[config.mk]
export PLATFORM = sky130hd
export DESIGN_NAME = word_serializer
export DESIGN_NICKNAME = d
export VERILOG_FILES = /design/src/rtl/word_serializer_pkg.sv /design/src/rtl/word_serializer.sv
export SDC_FILE = /design/constraint.sdc
export NUM_CORES = 1
export LEC_CHECK = 0
export BUFFER_PORTS_ARGS = -buffer_cell sky130_fd_sc_hd__buf_2
export CAP_MARGIN = 20
export CORE_MARGIN = 1
export CORE_UTILIZATION = 40
export DETAILED_ROUTE_END_ITERATION = 8
export PLACE_DENSITY_LB_ADDON = 0.15
export SLEW_MARGIN = 20
export SYNTH_ARGS = -nofsm -noshare
export SYNTH_HDL_FRONTEND = slang
export SYNTH_SLANG_ARGS = --single-unit
[constraint.sdc]
create_clock -name Clk -period 1.7 [get_ports Clk]
set_input_delay 0.425 -clock Clk [delete_from_list [all_inputs] [get_ports Clk]]
set_output_delay 0.425 -clock Clk [all_outputs]
set_load 0.005 [all_outputs]
[src/rtl/word_serializer_pkg.sv]
// Shared constants and helpers for the word serializer and its serial-detector context.
package word_serializer_pkg;

    localparam logic       IDLE_BIT_DEFAULT = 1'b0;
    localparam logic [6:0] DETECT_PATTERN   = 7'b1101101;

    // Bits needed to index 0..v-1 (minimum 1).
    function automatic int unsigned clog2(input int unsigned v);
        int unsigned r;
        r = 1;
        while ((64'd1 << r) < 64'(v)) r = r + 1;
        return r;
    endfunction

endpackage

[src/rtl/word_serializer.sv]
// Parallel-to-serial converter with a one-word holding register so words stream
// back-to-back; drives the serial input of the sequence detector.
module word_serializer
    import word_serializer_pkg::*;
#(
    parameter int unsigned WIDTH     = 8,
    parameter bit          MSB_FIRST = 1'b1,
    parameter logic        IDLE_BIT  = IDLE_BIT_DEFAULT
) (
    input  logic             Clk,
    input  logic             Clr,
    input  logic [WIDTH-1:0] din,
    input  logic             din_valid,
    output logic             din_ready,
    input  logic             stall,
    output logic             out,
    output logic             out_valid,
    output logic             word_start,
    output logic             word_end,
    output logic             busy
);

    localparam int unsigned     CNT_W    = clog2(WIDTH);
    localparam logic [CNT_W-1:0] CNT_LAST = CNT_W'(WIDTH - 1);

    logic             active_q;
    logic [WIDTH-1:0] sh_q;
    logic [CNT_W-1:0] cnt_q;
    logic [WIDTH-1:0] hold_q;
    logic             hold_full_q;

    logic             accept;
    logic             consume;
    logic             last;
    logic             handoff_din;
    logic [WIDTH-1:0] sh_shifted;

    // Handshake and shift qualifiers come only from registers, din_valid and stall.
    assign accept      = din_valid & ~hold_full_q;
    assign consume     = active_q & ~stall;
    assign last        = active_q & (cnt_q == CNT_LAST);
    assign handoff_din = consume & last & ~hold_full_q & accept;
    assign sh_shifted  = MSB_FIRST ? {sh_q[WIDTH-2:0], 1'b0} : {1'b0, sh_q[WIDTH-1:1]};

    assign din_ready  = ~hold_full_q;
    assign out        = active_q ? (MSB_FIRST ? sh_q[WIDTH-1] : sh_q[0]) : IDLE_BIT;
    assign out_valid  = consume;
    assign word_start = consume & (cnt_q == '0);
    assign word_end   = consume & last;
    assign busy       = active_q | hold_full_q;

    // Shifter, word handoff and holding register.
    always_ff @(posedge Clk) begin
        if (Clr) begin
            active_q    <= 1'b0;
            sh_q        <= '0;
            cnt_q       <= '0;
            hold_q      <= '0;
            hold_full_q <= 1'b0;
        end else begin
            if (consume) begin
                if (!last) begin
                    sh_q  <= sh_shifted;
                    cnt_q <= cnt_q + CNT_W'(1);
                end else if (hold_full_q) begin
                    sh_q        <= hold_q;
                    cnt_q       <= '0;
                    hold_full_q <= 1'b0;
                end else if (accept) begin
                    sh_q  <= din;
                    cnt_q <= '0;
                end else begin
                    active_q <= 1'b0;
                    cnt_q    <= '0;
                end
            end else if (!active_q && accept) begin
                sh_q     <= din;
                cnt_q    <= '0;
                active_q <= 1'b1;
            end

            // A word arriving while the shifter is busy parks in hold, unless it feeds the handoff directly.
            if (active_q && accept && !handoff_din) begin
                hold_q      <= din;
                hold_full_q <= 1'b1;
            end
        end
    end

endmodule

==> results.py <==
metrics = {
    "run_status": {
        "status": "finished with violations",
        "violations": "setup timing",
    },
    "synth": {
        "async_flop_share": 0,
        "syn-num-nets": 140,
        "ys_ff_latch": 21,
        "syn_area_mm2": 0.00129,
        "yosys_warnings": 0,
        "synth_edf_count": 0,
        "syn_inst": 125,
        "ys.flop_type": "dfxtp_1",
        "yosysSeqAreaShare": 0.325,
        "ys_types": 35,
        "syn_area_per_cell_um2": 10.4,
    },
    "clocking": {
        "cts_sinks": 21,
        "clk_pin_slew_ns": 0.12,
        "cts-root-buf": "clkbuf_4",
        "htree_num_levels": 1,
        "cts_tree": "built",
        "numCtsBuffers": 3,
        "worstSkewPairLatency_ns": 0.30,
        "clockBufferDepth": 2,
        "cts_hold_buffers": 0,
    },
    "finish": {
        "layout-drive-gt1-share": 0.459,
        "area_growth_pct": 21.7,
        "fin_nets": 164,
        "antenna_cells": 0,
        "layout_common_cells": "nor2_1 (25), dfxtp_1 (17), buf_2 (17)",
        "final_cells": 192,
        "final_common_cell": "nor2_1",
    },
    "floorplanning": {
        "start_util": 0.424,
        "rows": 20,
        "fp.dieArea_mm2": 0.00347,
        "fp.dieH_um": 58.9,
        "core_area_mm2": 0.00305,
        "ios": 18,
        "die_w_um": 58.9,
    },
    "route": {
        "ant_nets": 0,
        "routed_via_density": 5.26,
        "drc": 0,
        "firstDrtPassIters": 4,
        "dr_total_vias": 1010,
        "drt_iter0_markers": 25,
        "routed_wl_mm": 2.85,
        "wl_per_cell_um": 14.9,
    },
    "setup_path": {
        "end_kind": "primary output",
        "critPathKind": "register to primary output",
        "cp_slowest_cell": "dfxtp_2",
        "path_delay_family": "flip-flops",
        "max_stage_delay_ns": 0.36,
        "worst-path-max-fanout": 3,
        "cp.arrival_ns": 1.31,
        "startpoint_type": "register",
        "critPathBufInv": 1,
        "required_ns": 1.27,
        "crit_path_cell_trace": "ha_4 -> ha_4 -> and3b_2 -> buf_2",
        "cp_common_cell": "ha_4",
    },
    "global_routing": {
        "antenna_found_initial": 0,
        "grt_pass1_wl_mm": 4.69,
        "grt_max_degree": 22,
        "grt_usage": 0.182,
        "grt_overflow_total": 0,
        "grt_pass1_vias": 1009,
    },
    "timing": {
        "fin_ws_ns": -0.0365,
        "max_freq_mhz": 576,
        "setup-violations-final": 1,
        "final_hold_viol_count": 0,
        "rsz0062_at_grt": "yes",
        "final.setup_skew_ns": 0.00551,
        "worst_hold_slack_ns": 0.372,
        "finalMaxSlewViolations": 0,
        "tightestPinTransition_ns": 0.542,
        "fin_crit_ns": 1.74,
        "min_period_over_period": 1.02,
        "relSlewSlack": 0.639,
    },
    "power_and_ir_drop": {
        "power.total_mw": 1.06,
        "p_leak_nw": 0.590,
        "p_comb_frac": 0.238,
        "p_per_area_mw_per_mm2": 672,
        "pwr-share-seq": 0.529,
        "peakVddDrop_v": 0.000321,
        "sw_frac_of_total": 0.304,
        "intPower_uw": 737,
        "p_sw_uw": 322,
        "power.clock.fraction": 0.232,
    },
    "flow_run": {
        "cap_violations": 0,
    },
    "min_path": {
        "min_path_type": "input port to register",
    },
    "placed_design": {
        "gp_congestion": 0.781,
        "hpwl_mm": 1.99,
        "io_buffers": 17,
        "dp.cells": 186,
    },
}
-- tightest hold or removal path, stage by stage --
cell and delay, ns:
buf_2 0.09, mux2i_1 0.06, nor2_1 0.07
-- power groups by stage --
stage	clock network (mW)	registers (mW)	logic, mW
4_1_cts	0.256	0.559	0.233
3_3_place_gp	0	0.566	0.226
6_report	0.246	0.560	0.252
2_1_floorplan	0	0.554	0.177
5_1_grt	0.286	0.565	0.276
3_5_place_dp	0	0.568	0.232
-- through the flow --
stage / worst slack (ns) / util / instance area, um2 / setup TNS [ns]
final: -0.0365 / 0.516 / 1580 / -0.0365
after global routing: -0.0929 / 0.516 / 1580 / -0.501
after CTS: -0.0454 / 0.495 / 1510 / -0.0454
after detailed placement: -0.0462 / 0.468 / 1430 / -0.186
after global placement: 0.0246 / 0.468 / 1430 / 0
after floorplan: -0.0265 / - / 1290 / -0.0265
-- cells in the mapped netlist, types with 2 or more instances --
| library cell | number | area share |
|---|---|---|
| nor3b_2 | 6 | 0.058 |
| a21o_1 | 2 | 0.012 |
| mux2_1 | 6 | 0.052 |
| ha_1 | 3 | 0.029 |
| nand2b_1 | 2 | 0.0097 |
| nand2_1 | 5 | 0.014 |
| a221oi_2 | 7 | 0.081 |
| nor2_1 | 25 | 0.072 |
| a21oi_1 | 2 | 0.0077 |
| a22oi_1 | 2 | 0.012 |
| mux2i_1 | 8 | 0.062 |
| dfxtp_1 | 21 | 0.32 |
| inv_1 | 4 | 0.012 |
| a2111oi_2 | 7 | 0.081 |
| clkbuf_1 | 2 | 0.0058 |
| buf_6 | 4 | 0.035 |
-- sequential cells by signal, indices dropped and copies added (netlist names) --
| signal | flops |
|---|---|
| cnt_q | 3 |
| hold_q | 8 |
| active_q | 1 |
| sh_q | 8 |
| hold_full_q | 1 |
-- final cells by class --
type                       count  area, um2
clock buffer                   4       26.3
fill                         301       1480
inverter                       5       18.8
multi-input combinational     91        875
sequential                    21        430
tap                           44       55.1
timing repair buffer          27        171
-- timing repair --
| item | 4_1_cts | 5_1_grt |
|---|---|---|
| gates resized for setup | 11 | 9 |
| setup buffers | 2 | 0 |
| endpoints found under the setup margin | 13 | 15 |
| pin swaps | 2 | 4 |
-- logic make-up after synthesis --
kind of cell | count (synthesis) | synth area share
adders and majority gates | 3 | 0.0290
muxes | 14 | 0.114
DFF | 21 | 0.325
and+or+nand+nor | 47 | 0.221
buffers and inverters | 13 | 0.0647
AOI/OAI and AO/OA | 27 | 0.246
-- final timing paths --
path	depth (start not counted)	start	slack, ns	to
worst max-delay path	4	cnt_q[0]	-0.04	word_end
worst min-delay path	3	din[0]	0.37	hold_q[0]
worst max register to register	6	cnt_q[0]	0.01	sh_q[2]
worst min register to register	2	cnt_q[0]	0.50	cnt_q[0]
-- layer usage --
| metal | track usage | vias to the layer above | part of all wire |
|---|---|---|---|
| met4 | 0.0714 | 0 | 0.0074 |
| met3 | 0.0198 | 2 | 0.018 |
| met2 | 0.321 | 8 | 0.53 |
| li1 | - | 505 | - |
| met5 | 0 | - | 0 |
| met1 | 0.226 | 495 | 0.45 |
Note: power is estimated with default switching activity, not from simulation.
